<file path="src/rtl/pe_ingress.sv">
// Network-side ingress for one processing element: buffers PE packets in a
// first-word-fall-through FIFO toward the switch, dropping illegal destinations.
module pe_ingress #(
  parameter int address      = 0,
  parameter int numPE        = 8,
  parameter int AddressWidth = 3,
  parameter int DataWidth    = 32,
  parameter int TotalWidth   = 35,
  parameter int FifoDepth    = 4
) (
  input  logic                  clk,
  input  logic                  rst,
  input  logic [TotalWidth-1:0] i_data,
  input  logic                  i_data_valid,
  output logic                  o_data_ready,
  output logic [TotalWidth-1:0] o_data,
  output logic                  o_data_valid,
  input  logic                  i_data_ready,
  output logic [31:0]           o_pkt_count,
  output logic [15:0]           o_drop_count
);

  localparam int PTR_W = $clog2(FifoDepth);
  localparam int OCC_W = $clog2(FifoDepth) + 1;

  // Parameter sanity checks, resolved at elaboration.
  generate
    if (TotalWidth != AddressWidth + DataWidth) begin : g_bad_width
      $error("pe_ingress: TotalWidth must equal AddressWidth + DataWidth");
    end
    if (FifoDepth < 2 || (FifoDepth & (FifoDepth - 1)) != 0) begin : g_bad_depth
      $error("pe_ingress: FifoDepth must be a power of two, at least 2");
    end
    if (address < 0 || address >= numPE) begin : g_bad_address
      $error("pe_ingress: address must identify a legal PE");
    end
  endgenerate

  logic [TotalWidth-1:0] mem [FifoDepth];

  logic [PTR_W-1:0] wr_ptr_reg, wr_ptr_next;
  logic [PTR_W-1:0] rd_ptr_reg, rd_ptr_next;
  logic [OCC_W-1:0] occ_reg, occ_next;
  logic [31:0]      pkt_count_reg, pkt_count_next;
  logic [15:0]      drop_count_reg, drop_count_next;

  logic [31:0] dest_ext;
  logic        dest_legal;
  logic        accept;
  logic        push;
  logic        drop;
  logic        pop;

  assign dest_ext   = 32'(i_data[DataWidth +: AddressWidth]);
  assign dest_legal = (dest_ext < 32'(numPE));

  // Ready comes from registered occupancy only, so a full FIFO refuses input
  // even in a cycle where the switch pops.
  assign o_data_ready = (occ_reg != OCC_W'(FifoDepth));
  assign o_data_valid = (occ_reg != '0);
  assign o_data       = mem[rd_ptr_reg];

  assign accept = i_data_valid && o_data_ready;
  assign push   = accept && dest_legal;
  assign drop   = accept && !dest_legal;
  assign pop    = o_data_valid && i_data_ready;

  always_comb begin
    wr_ptr_next     = wr_ptr_reg;
    rd_ptr_next     = rd_ptr_reg;
    occ_next        = occ_reg;
    pkt_count_next  = pkt_count_reg;
    drop_count_next = drop_count_reg;

    if (push) begin
      wr_ptr_next = wr_ptr_reg + PTR_W'(1);
    end
    if (pop) begin
      rd_ptr_next = rd_ptr_reg + PTR_W'(1);
    end

    case ({push, pop})
      2'b10:   occ_next = occ_reg + OCC_W'(1);
      2'b01:   occ_next = occ_reg - OCC_W'(1);
      default: occ_next = occ_reg;
    endcase

    if (pop && pkt_count_reg != '1) begin
      pkt_count_next = pkt_count_reg + 32'd1;
    end
    if (drop && drop_count_reg != '1) begin
      drop_count_next = drop_count_reg + 16'd1;
    end
  end

  always_ff @(posedge clk or negedge rst) begin
    if (!rst) begin
      wr_ptr_reg     <= '0;
      rd_ptr_reg     <= '0;
      occ_reg        <= '0;
      pkt_count_reg  <= '0;
      drop_count_reg <= '0;
    end else begin
      wr_ptr_reg     <= wr_ptr_next;
      rd_ptr_reg     <= rd_ptr_next;
      occ_reg        <= occ_next;
      pkt_count_reg  <= pkt_count_next;
      drop_count_reg <= drop_count_next;
    end
  end

  // Storage is deliberately left out of reset; occupancy alone says what is live.
  always_ff @(posedge clk) begin
    if (push) begin
      mem[wr_ptr_reg] <= i_data;
    end
  end

  assign o_pkt_count  = pkt_count_reg;
  assign o_drop_count = drop_count_reg;

endmodule

</file>
<file path="config.mk">
export PLATFORM = sky130hd
export DESIGN_NAME = pe_ingress
export DESIGN_NICKNAME = d
export VERILOG_FILES = /design/src/rtl/pe_ingress.sv
export SDC_FILE = /design/constraint.sdc
export NUM_CORES = 1
export LEC_CHECK = 0
export ABC_AREA = 1
export BUFFER_PORTS_ARGS = -buffer_cell sky130_fd_sc_hd__buf_2
export CORE_MARGIN = 10
export CORE_UTILIZATION = 60
export CTS_CLUSTER_SIZE = 14
export DETAILED_ROUTE_END_ITERATION = 16
export GPL_TIMING_DRIVEN = 0
export HOLD_SLACK_MARGIN = 0.05
export PLACE_DENSITY = 0.82
export SLEW_MARGIN = 20
export SYNTH_ARGS = -nofsm -noshare
export SYNTH_HDL_FRONTEND = slang
export SYNTH_SLANG_ARGS = --single-unit
</file>
<file path="constraint.sdc">
create_clock -name clk -period 5.4 [get_ports clk]
set_input_delay 0.27 -clock clk [delete_from_list [all_inputs] [get_ports clk]]
set_output_delay 0.27 -clock clk [all_outputs]
set_load 0.01 [all_outputs]
</file>
==> results of run 1 <==
==> stage by stage <==
stage	util, %	setup WS, ps	instance area (µm²)	total power, mW	cells
2_1_floorplan	-	2710	7925	2.731	751
3_3_place_gp	68.19	1586	8676	3.278	1030
3_5_place_dp	69.24	2973	8808	3.391	1034
4_1_cts	75.30	2852	9580	4.625	1084
5_1_grt	75.30	2712	9580	4.853	1084
6_report	75.30	2858	9580	4.614	1084
==> layout make-up <==
cell class	count	area [µm²]
sequential	179	5180
clock buffer	19	432.9
timing repair buffer	129	818.3
fill	848	3142
tap	172	215.2
clock inverter	13	158.9
multi-input combinational	480	2331
buffer	43	260.3
inverter	49	183.9
==> worst max-delay path, stage by stage (launching register included) <==
cell,delay [ps]
dfrtp_1,370
clkbuf_1,220
inv_1,250
clkbuf_1,400
o21ai_0,170
o22ai_1,230
buf_2,190
==> power by group <==
part           internal, mW  switching, mW
logic                 0.505           1.02
registers              1.76         0.0887
clock network         0.727          0.507
==> routing by layer <==
metal	routed length (µm)	track usage [%]	vias up
li1	-	-	2807
met1	7938	25.81	2932
met2	9867	35.75	276
met3	1563	6.009	34
met4	340	8.948	0
met5	0	0	-
==> path summary, 6_finish.rpt <==
| check | endpoint | cells after the start | startpoint |
|---|---|---|---|
| setup reg to reg | occ_reg[2]$_DFFE_PN0P_ | 9 | occ_reg[0]$_DFFE_PN0P_ |
| hold / removal | mem[2][8]$_DFFE_PP_ | 1 | i_data[8] |
| hold reg to reg | occ_reg[0]$_DFFE_PN0P_ | 1 | occ_reg[0]$_DFFE_PN0P_ |
| max in group asynchronous | o_pkt_count[8]$_DFFE_PN0P_ | 2 | rst |
| min in group asynchronous | o_pkt_count[15]$_DFFE_PN0P_ | 2 | rst |
| setup / recovery | o_data[31] | 6 | rd_ptr_reg[1]$_DFFE_PN0P_ |
==> synth_stat cells <==
library cell  number  area share [%]
inv_1             46             2.2
xor2_1             5            0.56
o21ai_0           72             4.6
buf_2              1           0.064
buf_6              5            0.72
nand3_1           30             1.9
buf_4             16             1.5
nor3_1             5            0.32
nand3b_1          11             1.0
dfrtp_1           39              12
ha_1               6            0.95
nand2_4            3            0.43
nor2_8             1            0.25
nor2_4             3            0.43
o22ai_1           35             2.8
xnor2_1            4            0.45
buf_1              1           0.048
clkbuf_1          20            0.95
a21boi_4           1            0.24
a21oi_1            2            0.13
clkinv_1           2           0.095
nand2_2            2            0.16
o21ai_2            2            0.22
conb_1             1           0.048
nor2_2             5            0.40
nor2_1           126             6.0
edfxtp_1         140              53
fa_1               1            0.25
o21ai_1            1           0.064
nand4_1            6            0.48
inv_2              1           0.048
nand2_1          143             6.8
==> kinds of logic after synthesis <==
family | after synthesis
flip-flops | 179
AO/OA/AOI/OAI | 113
buffers and inverters | 92
AND/OR/NAND/NOR | 335
adder cells (fa/ha/maj) | 7
other | 1
XOR/XNOR | 9
==> repair_timing <==
| action | in CTS | in global routing |
|---|---|---|
| buffers inserted | 0 | 0 |
| endpoints found under the hold margin | 97 | 0 |
| hold buffers | 18 | 0 |
==> out/metrics.csv, run 1 <==
metric;value;unit
status;complete, no violations;
nets;945;
area_growth;21.75;%
synthMuxAreaShare;0;%
hold_viol_final;0;
port_buffers;107;
track_usage;21.50;%
placementRows;41;
drt-total-wl;19710;µm
synth_top_family_by_area;simple AND/OR/NAND/NOR gates;
worstPathRequired;5130;ps
crit_path_max_fanout;10;
h-tree-depth;4;
clk_latency;430;ps
clk_path_buf_depth;2;
routabilityCongestion;0.9372;
slew_viol_final;0;
drive_gt1_share;20.07;%
n_antenna_cell;0;
start_util;61.85;%
drc_errors;0;
yosys.area_share.simple;18.25;%
gr-total-overflow;0;
die_x;134.5;µm
die_area;0.01810;mm²
arrival;2270;ps
largest_reg_flops;140;
finalCritPeriodShare;47.08;%
syn_area_per_cell;10.69;µm²
avgViaCountPerCell;5.580;
max_cap_viol_count;0;
clkSinkCount;179;
syn-instance-count;736;
core;0.01272;mm²
endpoint_kind;primary output;
power_density;481.7;mW/mm²
synth.distinct_cells;32;
yosysSeqAreaShare;65.83;%
io_pins;124;
synth_adder_area_share;1.208;%
cts_buffers;17;
synth_xor_area_share;1.002;%
final_common_cell;nand2_1;
grt_first_pass_wirelength;30670;µm
die_y;134.5;µm
fmax;0.3934;GHz
critPathLaunchType;register;
vias;6049;
synth_area;0.007869;mm²
worst_slew_pin_slew;920.0;ps
ir_drop;0.2762;mV
fin_setup_tns;0;ps
grt_max_degree;40;
finalSetupViolCount;0;
firstDrtPassIters;5;
synth-seq-cells;179;
clk_root_buffer_cell;clkbuf_16;
holdWs;63.33;ps
worstHoldPathType;input pin to register;
finalCriticalPeriod;2542;ps
cts-resized-gates;0;
wl_per_cell;18.18;µm
finClkSkew;10.56;ps
grt_setup_unrepaired;no;
ant_nets;0;
slew_headroom;38.67;%
ff2ff_setup_slack;2930;ps
antenna_found_initial;0;
yosysWarnings;0;
hpwl;13240;µm
worstSetupPathType;register to primary output;
drt_iter0_drc;502;
synth_compound_area_share;8.014;%
final_cell_mix;nand2_1, edfxtp_1, nor2_1;
path_clk_slew;70;ps
tritoncts;yes;
p_leak;3.824;nW
grt_pass1_vias;6082;
(Power assumes the default switching activity.)
==> inputs of run 2 (changes only) <==
--- a/config.mk
+++ b/config.mk
@@ -8,12 +8,12 @@
 export ABC_AREA = 1
 export BUFFER_PORTS_ARGS = -buffer_cell sky130_fd_sc_hd__buf_2
 export CORE_MARGIN = 10
-export CORE_UTILIZATION = 60
+export CORE_UTILIZATION = 57
 export CTS_CLUSTER_SIZE = 14
 export DETAILED_ROUTE_END_ITERATION = 16
 export GPL_TIMING_DRIVEN = 0
 export HOLD_SLACK_MARGIN = 0.05
-export PLACE_DENSITY = 0.82
+export PLACE_DENSITY = 0.78
 export SLEW_MARGIN = 20
 export SYNTH_ARGS = -nofsm -noshare
 export SYNTH_HDL_FRONTEND = slang
==> constraint.sdc (replaced) <==
create_clock -name clk -period 2.5 [get_ports clk]
set_input_delay 0.125 -clock clk [delete_from_list [all_inputs] [get_ports clk]]
set_output_delay 0.125 -clock clk [all_outputs]
set_load 0.01 [all_outputs]
==> run 2 against run 1 <==
  * Sequential cell count is the same
  * Clock skew shrank 5.4 ps
  * Die area grew 4.5%
  * Count of clock-buffer cells in the layout grew 5
  * Combinational power grew 120%
  * Clock power grew 130%
  * Non-clock buffer count grew 18
  * Critical path depth is the same
  * Global-route usage shrank 0.16 points
  * Total power grew 120%
  * Largest power group unchanged
==> out/metrics.csv, run 2 (synthesis gave the netlist of run 1 again) <==
metric;value;unit;change
core;0.01340;mm²;+5.3%
max_cap_viol_count;0;;unchanged
drt-total-wl;20410;µm;+3.6%
clk_root_buffer_cell;clkbuf_16;;
dp.cells;1038;;+0.39%
routabilityCongestion;0.9373;;about the same
finalSetupViolCount;0;;unchanged
placed_cell_area;0.008813;mm²;about the same
ir_drop;0.7339;mV;+170%
clk_latency;430;ps;about the same
stdcell_area;0.009829;mm²;+2.6%
fmax;0.4081;GHz;
io_pins;124;;unchanged
die_y;137.5;µm;+2.2%
worst_slew_pin_slew;905.3;ps;-14.66 ps
crit_start;rd_ptr_reg[1]$_DFFE_PN0P_;;
p_leak;3.937;nW;+3.0%
finClkSkew;5.122;ps;-5.442 ps
worstHoldPathType;input pin to register;;
final_core_util;73.35;%;-2.0 points
pwr-share-comb;33.1;%;about the same
ant_nets;0;;unchanged
start_util;58.72;%;-3.1 points
slew_viol_final;0;;unchanged
port_buffers;107;;unchanged
gr-total-overflow;0;;unchanged
largest_reg_flops;140;;unchanged
finalCriticalPeriod;2450;ps;
gr-usage-met3;5.244;%;-0.76 points
swShare;34.55;%;-0.54 points
wl_per_cell;18.44;µm;+1.4%
slew_headroom;39.65;%;+0.98 points
area_growth;24.92;%;
hold_path.startpoint;i_data_ready;;
die_area;0.01890;mm²;+4.5%
path_clk_slew;60;ps;about the same
worstSetupPathType;register to primary output;;
status;complete, no violations;;
endpoint_kind;primary output;;
hpwl;13350;µm;+0.83%
hold_viol_final;0;;unchanged
clkSinkCount;179;;unchanged
tritoncts;yes;;
cts_buffers;17;;unchanged
p_seq_share;39.0;%;-1.1 points
pwr-share-clk;27.9;%;+1.2 points
fillers;878;;+3.5%
crit_path_max_fanout;10;;unchanged
drt_iter0_drc;662;;+32%
grt_max_degree;40;;unchanged
critPathLaunchType;register;;
r2r-start;occ_reg[0]$_DFFE_PN0P_;;
antenna_found_initial;1;;+1
grt_first_pass_wirelength;30950;µm;+0.92%
placementRows;42;;+2.4%
grt_pass1_vias;6200;;+1.9%
use_met1;25.80;%;about the same
worstPathRequired;2380;ps;-2750 ps
post_layout_nonfiller_instances;1107;;+2.1%
power.internal;6.735;mW;+120%
post_cts_buffers;0;;unchanged
switchingPower;3.556;mW;+120%
h-tree-depth;4;;unchanged
avgViaCountPerCell;5.579;;about the same
vias;6176;;+2.1%
final_common_cell;nand2_1;;
drc_errors;0;;unchanged
arrival;2330;ps;+60 ps
track_usage;21.34;%;-0.16 points
final_cell_mix;nand2_1, edfxtp_1, nor2_1;;
die_x;137.5;µm;+2.2%
firstDrtPassIters;5;;unchanged
grt_busiest_layer;met2;;
clk_path_buf_depth;2;;unchanged
finalCritPeriodShare;98.02;%;
met2_usage;34.99;%;-0.76 points
power_density;1047;mW/mm²;+120%
drive_gt1_share;20.11;%;+0.042 points
nets;963;;+1.9%
-- run 2: routing by layer --
metal  up-vias  part of all wire [%]
li1       2841                     -
met1      2950                    38
met2       348                    50
met3        37                   9.7
met4         0                   2.4
met5         -                     0
-- run 2: final timing paths --
path | end | slack [ps] | depth (start not counted)
worst max-delay path | o_data[4] | 50 | 6
worst min-delay path | o_pkt_count[24]$_DFFE_PN0P_ | 180 | 4
worst max register to register | occ_reg[2]$_DFFE_PN0P_ | 240 | 9
worst min register to register | occ_reg[0]$_DFFE_PN0P_ | 530 | 1
max in group asynchronous | o_pkt_count[3]$_DFFE_PN0P_ | 1570 | 2
min in group asynchronous | o_pkt_count[14]$_DFFE_PN0P_ | 360 | 2
-- run 2: metrics by stage --
stage | setup TNS [ps] | power (mW) | worst slack, ps | hold slack [ps]
after floorplan | -26620 | 5.900 | -190.2 | -170.6
after global placement | -178260 | 7.103 | -1282 | 284.0
after detailed placement | 0 | 7.351 | 95.63 | 300.9
after CTS | 0 | 10.23 | 70.82 | 167.9
after global routing | -6.445 | 10.71 | -6.445 | 190.3
final | 0 | 10.29 | 49.56 | 176.5
-- run 2: power by group through the flow --
stage / clock network (mW) / registers (mW) / logic, mW
after CTS: 2.88 / 4.00 / 3.36
after global routing: 2.99 / 4.05 / 3.67
after detailed placement: 0 / 4.06 / 3.29
after floorplan: 0 / 4.05 / 1.85
after global placement: 0 / 4.07 / 3.03
final: 2.87 / 4.01 / 3.41
-- run 2: critical path, stage by stage, from the launching register on --
cell,delay [ps]
dfrtp_1,370
clkbuf_1,210
inv_1,270
clkbuf_1,420
o21ai_0,210
o22ai_1,230
buf_2,200
-- run 2: what timing repair did --
action,4_1_cts,5_1_grt
hold buffers,36,0
setup endpoints to repair,0,3
resized for setup,0,5
hold endpoints to repair,179,0
-- run 2: final cells by class --
class                           count  area, µm²  area share (%)
Inverter                           49      183.9           1.871
Buffer                             43      262.8           2.673
Multi-Input combinational cell    480       2333           23.74
Antenna cell                        1      2.502         0.02546
Sequential cell                   179       5180           52.70
Clock inverter                      8      146.4           1.489
Timing Repair Buffer              147      998.5           10.16
Clock buffer                       24      501.7           5.104
Tap cell                          176      220.2           2.240
